===== src/rtl/pcie_rx_avst_sink.sv =====
// pcie_rx_avst_sink: PCIe RX Avalon-ST to AXI-S TLP sink with skid FIFO.
// Accepts beats under a fixed ready latency, converts sop/eop/empty to
// tuser/tlast/tkeep. Optional sop/eop framing check enabled by defining
// PCIE_RX_SINK_FRAME_CHECK_EN.
module pcie_rx_avst_sink #(
  parameter int unsigned DATA_W        = 256,
  parameter int unsigned READY_LATENCY = 3,
  parameter int unsigned DEPTH         = 8,
  localparam int unsigned NDW          = DATA_W / 32,
  localparam int unsigned EMPTY_W      = $clog2(NDW)
) (
  input  logic               fim_clk,
  input  logic               fim_rst,
  input  logic               avl_rx_valid,
  input  logic               avl_rx_sop,
  input  logic               avl_rx_eop,
  input  logic [EMPTY_W-1:0] avl_rx_empty,
  input  logic [DATA_W-1:0]  avl_rx_data,
  output logic               avl_rx_ready,
  output logic               axis_tvalid,
  input  logic               axis_tready,
  output logic [DATA_W-1:0]  axis_tdata,
  output logic [NDW-1:0]     axis_tkeep,
  output logic               axis_tlast,
  output logic               axis_tuser,
  output logic               err_no_sop,
  output logic               err_no_eop,
  output logic               err_overflow,
  output logic [15:0]        drop_cnt
);

  localparam int unsigned CNT_W = $clog2(DEPTH + 1);
  localparam int unsigned PTR_W = $clog2(DEPTH);

  // Beats still in flight after ready drops must always fit.
  if (DEPTH < READY_LATENCY + 4) begin : g_depth_chk
    $error("pcie_rx_avst_sink: DEPTH must be at least READY_LATENCY+4");
  end

  logic [DATA_W-1:0] r_mem_data [DEPTH];
  logic [NDW-1:0]    r_mem_keep [DEPTH];
  logic              r_mem_sop  [DEPTH];
  logic              r_mem_eop  [DEPTH];

  logic [PTR_W-1:0]  r_wr_ptr, r_rd_ptr;
  logic [CNT_W-1:0]  r_count;
  logic              r_ready, r_tvalid, r_tlast, r_tuser;
  logic [DATA_W-1:0] r_tdata;
  logic [NDW-1:0]    r_tkeep;
  logic              r_err_no_sop, r_err_no_eop, r_err_overflow;
  logic [15:0]       r_drop_cnt;

  logic              w_valid, w_pop, w_ovf, w_accept, w_push, w_drop, w_head_in;
  logic              w_frame_drop, w_no_sop, w_no_eop;
  logic [NDW-1:0]    w_keep;
  logic [CNT_W-1:0]  w_count_next;
  logic [PTR_W-1:0]  w_rd_next;

  function automatic logic [PTR_W-1:0] f_inc(input logic [PTR_W-1:0] p);
    return (p == PTR_W'(DEPTH - 1)) ? '0 : p + PTR_W'(1);
  endfunction

  assign w_valid   = avl_rx_valid && !fim_rst;
  assign w_pop     = r_tvalid && axis_tready;
  assign w_ovf     = w_valid && (r_count == CNT_W'(DEPTH)) && !w_pop;
  assign w_accept  = w_valid && !w_ovf;
  assign w_push    = w_accept && !w_frame_drop;
  assign w_drop    = w_ovf || w_frame_drop;
  assign w_keep    = avl_rx_eop ? ({NDW{1'b1}} >> avl_rx_empty) : {NDW{1'b1}};
  assign w_rd_next = w_pop ? f_inc(r_rd_ptr) : r_rd_ptr;
  // Pushed beat becomes the new head when the FIFO is otherwise empty.
  assign w_head_in = w_push && (r_count == CNT_W'(w_pop));

`ifdef PCIE_RX_SINK_FRAME_CHECK_EN
  typedef enum logic {S_IDLE, S_IN_PKT} state_t;
  state_t r_state, w_state_next;

  // Framing state register.
  always_ff @(posedge fim_clk) begin
    if (fim_rst) r_state <= S_IDLE;
    else         r_state <= w_state_next;
  end

  // Framing next-state and drop/error decode on accepted beats.
  always_comb begin
    w_state_next = r_state;
    w_frame_drop = 1'b0;
    w_no_sop     = 1'b0;
    w_no_eop     = 1'b0;
    if (w_accept) begin
      case (r_state)
        S_IDLE: begin
          if (avl_rx_sop) begin
            if (!avl_rx_eop) w_state_next = S_IN_PKT;
          end else begin
            w_frame_drop = 1'b1;
            w_no_sop     = 1'b1;
          end
        end
        S_IN_PKT: begin
          w_no_eop = avl_rx_sop;
          if (avl_rx_eop) w_state_next = S_IDLE;
        end
        default: w_state_next = S_IDLE;
      endcase
    end
  end
`else
  assign w_frame_drop = 1'b0;
  assign w_no_sop     = 1'b0;
  assign w_no_eop     = 1'b0;
`endif

  // Post-push/pop occupancy.
  always_comb begin
    w_count_next = r_count;
    case ({w_push, w_pop})
      2'b10:   w_count_next = r_count + CNT_W'(1);
      2'b01:   w_count_next = r_count - CNT_W'(1);
      default: w_count_next = r_count;
    endcase
  end

  // FIFO storage write; no reset needed, pointers define validity.
  always_ff @(posedge fim_clk) begin
    if (w_push) begin
      r_mem_data[r_wr_ptr] <= avl_rx_data;
      r_mem_keep[r_wr_ptr] <= w_keep;
      r_mem_sop[r_wr_ptr]  <= avl_rx_sop;
      r_mem_eop[r_wr_ptr]  <= avl_rx_eop;
    end
  end

  // Pointers, occupancy, ready and registered AXI-S head.
  always_ff @(posedge fim_clk) begin
    if (fim_rst) begin
      r_wr_ptr <= '0;
      r_rd_ptr <= '0;
      r_count  <= '0;
      r_ready  <= 1'b0;
      r_tvalid <= 1'b0;
      r_tdata  <= '0;
      r_tkeep  <= '0;
      r_tlast  <= 1'b0;
      r_tuser  <= 1'b0;
    end else begin
      if (w_push) r_wr_ptr <= f_inc(r_wr_ptr);
      r_rd_ptr <= w_rd_next;
      r_count  <= w_count_next;
      r_ready  <= (w_count_next <= CNT_W'(DEPTH - READY_LATENCY - 2));
      r_tvalid <= (w_count_next != '0);
      if (w_head_in) begin
        r_tdata <= avl_rx_data;
        r_tkeep <= w_keep;
        r_tlast <= avl_rx_eop;
        r_tuser <= avl_rx_sop;
      end else if (w_count_next != '0) begin
        r_tdata <= r_mem_data[w_rd_next];
        r_tkeep <= r_mem_keep[w_rd_next];
        r_tlast <= r_mem_eop[w_rd_next];
        r_tuser <= r_mem_sop[w_rd_next];
      end
    end
  end

  // Error pulses, sticky overflow and saturating drop counter.
  always_ff @(posedge fim_clk) begin
    if (fim_rst) begin
      r_err_no_sop   <= 1'b0;
      r_err_no_eop   <= 1'b0;
      r_err_overflow <= 1'b0;
      r_drop_cnt     <= '0;
    end else begin
      r_err_no_sop <= w_no_sop;
      r_err_no_eop <= w_no_eop;
      if (w_ovf) r_err_overflow <= 1'b1;
      if (w_drop && (r_drop_cnt != 16'hFFFF)) r_drop_cnt <= r_drop_cnt + 16'd1;
    end
  end

  assign avl_rx_ready = r_ready;
  assign axis_tvalid  = r_tvalid;
  assign axis_tdata   = r_tdata;
  assign axis_tkeep   = r_tkeep;
  assign axis_tlast   = r_tlast;
  assign axis_tuser   = r_tuser;
  assign err_no_sop   = r_err_no_sop;
  assign err_no_eop   = r_err_no_eop;
  assign err_overflow = r_err_overflow;
  assign drop_cnt     = r_drop_cnt;

endmodule


===== config.mk =====
export PLATFORM = sky130hd
export DESIGN_NAME = pcie_rx_avst_sink
export DESIGN_NICKNAME = d
export VERILOG_FILES = /design/src/rtl/pcie_rx_avst_sink.sv
export SDC_FILE = /design/constraint.sdc
export NUM_CORES = 2
export LEC_CHECK = 0
export BUFFER_PORTS_ARGS = -buffer_cell sky130_fd_sc_hd__buf_2
export CAP_MARGIN = 25
export CELL_PAD_IN_SITES_DETAIL_PLACEMENT = 1
export CELL_PAD_IN_SITES_GLOBAL_PLACEMENT = 1
export CORE_ASPECT_RATIO = 0.7
export CORE_MARGIN = 1.5
export CORE_UTILIZATION = 50
export CTS_CLUSTER_DIAMETER = 80
export CTS_CLUSTER_SIZE = 20
export DETAILED_ROUTE_END_ITERATION = 12
export MAX_ROUTING_LAYER = met4
export PLACE_DENSITY_LB_ADDON = 0.1
export REMOVE_ABC_BUFFERS = 1
export SETUP_SLACK_MARGIN = 0.4
export SLEW_MARGIN = 20
export SYNTH_ARGS = -nofsm -noshare
export SYNTH_HDL_FRONTEND = slang
export SYNTH_SLANG_ARGS = --single-unit

===== constraint.sdc =====
create_clock -name fim_clk -period 43 [get_ports fim_clk]
set_clock_uncertainty 0.05 [all_clocks]
set_input_delay 2.15 -clock fim_clk [delete_from_list [all_inputs] [get_ports fim_clk]]
set_output_delay 2.15 -clock fim_clk [all_outputs]
set_load 0.01 [all_outputs]

==> flow_metrics.py <==
metrics = {
    "timing": {
        "finalHoldViolations": 0,
        "achievable-frequency_ghz": 0.134,
        "tns_ns": 0,
        "worst_slew_pin_slew_ns": 1.13,
        "post-route-period-util_pct": 17.3,
        "rsz_0062_raised_after_global_routing": "false",
        "period_needed_ns": 7.46,
        "finalSetupViolCount": 0,
        "report.final.slew_viol_count": 0,
        "slew-limit-headroom_pct": 24.5,
        "holdWs_ns": 0.412,
    },
    "power": {
        "pwr-share-clk_pct": 27.2,
        "cellPowerDensity_nw_per_um2": 50.9,
        "netSwitchingPower_uw": 1510,
        "power.internal_uw": 3650,
        "power.sequential.fraction_pct": 54.1,
        "power.share.switching_pct": 29.3,
        "power.combinational.fraction_pct": 18.7,
        "p_leak_uw": 0.0325,
        "ir_drop_v": 0.0000420,
    },
    "detailed_routing": {
        "routedWlPerCell_um": 28.7,
        "post_drt_via_cell_ratio": 6.11,
        "drt_iter0_markers": 4957,
        "detail_route.first_pass.iterations": 5,
        "wirelength_mm": 255,
        "detail_route.drc_violations": 0,
        "num_vias": 54449,
        "final_antenna_net_count": 0,
    },
    "synth": {
        "postSynthCellCount": 5930,
        "synth.distinct_cells": 60,
        "synth.yosys.seq_area_share_pct": 75.6,
        "netlist_top_cells_area": "sky130_fd_sc_hd__edfxtp_1 (69%), sky130_fd_sc_hd__dfxtp_1 (6.4%), sky130_fd_sc_hd__mux2i_1 (5.8%)",
        "yosys.area_share.adder_pct": 0.0816,
        "postSynth.topFlopCell": "sky130_fd_sc_hd__edfxtp_1",
        "synth_compound_gate_area_share_pct": 9.61,
        "yosys.area_share.simple_pct": 6.70,
        "post_synth_xor_area_fraction_pct": 0.171,
        "synth-edff-count": 2120,
        "yosys_warnings": 0,
        "synth_top_family_by_area": "compound AO/OA/AOI/OAI gates",
        "synth.mux.area_fraction_pct": 5.93,
        "synthesis.area_um2": 92000,
        "ys_ff_latch": 2415,
        "synthesis.area_per_instance_um2": 15.5,
        "synth-async-reset-ratio_pct": 0,
        "post-synth-top-area-fraction_pct": 69.2,
        "synth_largest_area_cell": "sky130_fd_sc_hd__edfxtp_1",
    },
    "clock_tree": {
        "cts.clk_slew.worst_paths_ns": 0.08,
        "holdBufCountCts": 0,
        "cts_inserted_buffers": 140,
        "ctsResizeCount": 0,
        "cts.root.buffer_cell": "sky130_fd_sc_hd__clkbuf_16",
        "htree_num_levels": 4,
        "cts_tree": "yes",
        "post-cts-setup-buffer-count": 0,
        "cts_buffer_depth": 3,
        "clkSinkCount": 2415,
        "worstSkewPairLatency_ns": 0.80,
    },
    "cells_and_area": {
        "layout-drive-gt1-share_pct": 13.1,
        "design.final.nets": 6570,
        "area_delta_synth_final_pct": 10.2,
        "fillerInstances": 17109,
    },
    "global_route": {
        "grt_start_max_net_pins": 158,
        "grt_first_pass_wirelength_mm": 377,
        "grt_antenna_before_repair": 85,
        "gr-total-overflow": 0,
        "grt_pass1_vias": 56222,
        "grt.total_usage_pct": 27.9,
    },
    "floorplan": {
        "rows": 131,
        "start_util_pct": 50.4,
        "die-area_um2": 187000,
        "core_area_um2": 182000,
        "die_height_um": 362,
        "die_w_um": 516,
        "boundaryPins": 552,
    },
    "place": {
        "hpwl_mm": 133,
        "gp_congestion": 0.769,
        "count_of_buffers_from_port_buffering": 549,
    },
    "worst_hold_path": {
        "worst_min_delay_path_endpoint": "axis_tdata[249]",
        "min_path_cells": 1,
        "timing.hold.worst.start": "axis_tdata[249]",
        "type_of_the_tightest_min_delay_check": "reg2reg",
    },
    "worst_setup_path": {
        "path_max_fanout": 74,
        "critical_path_class": "in2reg",
        "worst_r2r_path_depth": 12,
        "critical_path.reg2reg.startpoint": "r_rd_ptr[0]",
        "setup.worst_path.start_class": "primary input",
        "r2r_end": "axis_tdata[252]",
        "ff2ff_setup_slack_ns": 36.01,
        "worst-endpoint-arrival_ns": 8.07,
        "timing.critical_path.to_type": "flop",
        "crit_required_ns": 43.61,
    },
    "status": {
        "run_status": "completed",
    },
    "flow_run": {
        "max_cap_violations": 0,
    },
}
sequential cells by signal, indices dropped and copies added (netlist names):
signal	flops
avl_rx_ready	1
axis_tdata	256
axis_tkeep	8
axis_tlast	1
axis_tuser	1
axis_tvalid	1
drop_cnt	16
err_overflow	1
r_count	4
r_mem_data	2048
r_mem_eop	8
r_mem_keep	56
r_mem_sop	8
r_rd_ptr	3
r_wr_ptr	3
cell usage in the layout, fill, tap and decap left out, types with 4 or more instances in the layout:
master	count
sky130_fd_sc_hd__a21oi_1	5
sky130_fd_sc_hd__mux2_2	12
sky130_fd_sc_hd__buf_4	77
sky130_fd_sc_hd__o22ai_1	6
sky130_fd_sc_hd__a22oi_1	5
sky130_fd_sc_hd__ha_1	6
sky130_fd_sc_hd__nand3_1	15
sky130_fd_sc_hd__o21ai_0	6
sky130_fd_sc_hd__nor3_1	10
sky130_fd_sc_hd__buf_2	549
sky130_fd_sc_hd__nand2b_1	4
sky130_fd_sc_hd__mux2i_1	532
sky130_fd_sc_hd__inv_1	7
sky130_fd_sc_hd__xor2_1	10
sky130_fd_sc_hd__buf_12	16
sky130_fd_sc_hd__inv_6	6
sky130_fd_sc_hd__nand2_1	1066
sky130_fd_sc_hd__dfxtp_1	295
sky130_fd_sc_hd__clkbuf_1	92
sky130_fd_sc_hd__nor2_1	34
sky130_fd_sc_hd__edfxtp_1	2120
sky130_fd_sc_hd__clkbuf_16	146
sky130_fd_sc_hd__diode_2	44
sky130_fd_sc_hd__o2bb2ai_1	259
sky130_fd_sc_hd__and3_1	4
sky130_fd_sc_hd__or3_1	4
sky130_fd_sc_hd__nor3_2	5
sky130_fd_sc_hd__a31oi_1	261
sky130_fd_sc_hd__and2_1	263
sky130_fd_sc_hd__a32oi_1	518
sky130_fd_sc_hd__nand4_1	10
sky130_fd_sc_hd__xnor2_1	8
worst max path at each step:
stage,start,cells past startpoint,endpoint
2_1_floorplan,axis_tready,6,axis_tkeep[2]
3_3_place_gp,axis_tready,12,axis_tdata[49]
3_5_place_dp,axis_tready,12,axis_tdata[188]
4_1_cts,axis_tready,12,axis_tdata[146]
5_1_grt,axis_tready,12,axis_tdata[238]
6_report,axis_tready,12,axis_tdata[252]
layer usage:
layer / track usage [%] / vias to the layer above / wire length (um)
li1: - / 23892 / -
met1: 36.7 / 28622 / 109000
met2: 45.4 / 1575 / 126000
met3: 4.64 / 360 / 14700
met4: 6.98 / 0 / 5530
met5: - / - / 0
through the flow:
step           area (um^2)  power [uW]  setup slack, ns  std cells  utilization, %
6_report            101000        5160            35.54       8911            55.6
5_1_grt             101000        5340            35.30       8905            55.6
4_1_cts             101000        5200            35.56       8866            55.5
3_5_place_dp         97200        3810            34.70       8616            53.3
3_3_place_gp         97200        3790            34.84       8616            53.3
2_1_floorplan        90300        3720            13.63       5513               -
synthesized netlist by cell type, drive strengths merged, types with 2 or more instances:
library cell and instances:
nand3b 2, a22oi 5, inv 7, o2bb2a 2
o21ai 9, dfxtp 295, nor2 37, ha 6
buf 70, a31oi 261, a32oi 518, or3 5
o2bb2ai 259, xor2 10, nand2b 4, nand4 10
nand3 15, a21oi 5, nand2 1067, o22a 2
o31ai 2, o211ai 2, and3 4, nor3 16
edfxtp 2120, o21a 2, and2 264, o41ai 2
nor4 2, clkbuf 348, o2111ai 3, o22ai 7
mux2i 532, xnor2 8, mux2 12
power groups by stage:
stage	registers [uW]	clock network, uW	logic [uW]
after floorplan	2900	0	821
after global placement	2840	0	948
after global routing	2810	1500	1030
after CTS	2790	1430	971
final	2790	1400	963
after detailed placement	2840	0	968
worst max-delay path, stage by stage:
cell	delay (ns)
sky130_fd_sc_hd__buf_2	0.12
sky130_fd_sc_hd__a21bo_2	0.21
sky130_fd_sc_hd__nand2_4	0.52
sky130_fd_sc_hd__buf_4	0.84
sky130_fd_sc_hd__buf_4	0.74
sky130_fd_sc_hd__buf_4	0.75
sky130_fd_sc_hd__buf_4	0.80
sky130_fd_sc_hd__buf_4	0.92
sky130_fd_sc_hd__mux2i_1	0.30
sky130_fd_sc_hd__a32oi_1	0.08
sky130_fd_sc_hd__a31oi_1	0.27
sky130_fd_sc_hd__o2bb2ai_1	0.09
logic make-up (layout without fill, tap and decap cells):
family                   count (synthesis)  in the layout
flip-flops                            2415           2415
AND/OR/NAND/NOR                       1430           1430
AO/OA/AOI/OAI                         1090           1090
multiplexers                           544            544
buffers and inverters                  426            902
XOR/XNOR                                18             18
adder cells (fa/ha/maj)                  6              6
other                                    1             46
layout make-up:
class	instances	area [um^2]	area share [%]
timing repair buffer	644	3660	3.61
sequential	2415	69600	68.6
clock inverter	12	130	0.128
tap	2460	3080	3.03
clock buffer	238	4000	3.94
antenna	44	110	0.109
inverter	8	30.0	0.0296
multi-input combinational	3090	20800	20.5
No activity file was read; power rests on OpenSTA's default activity.
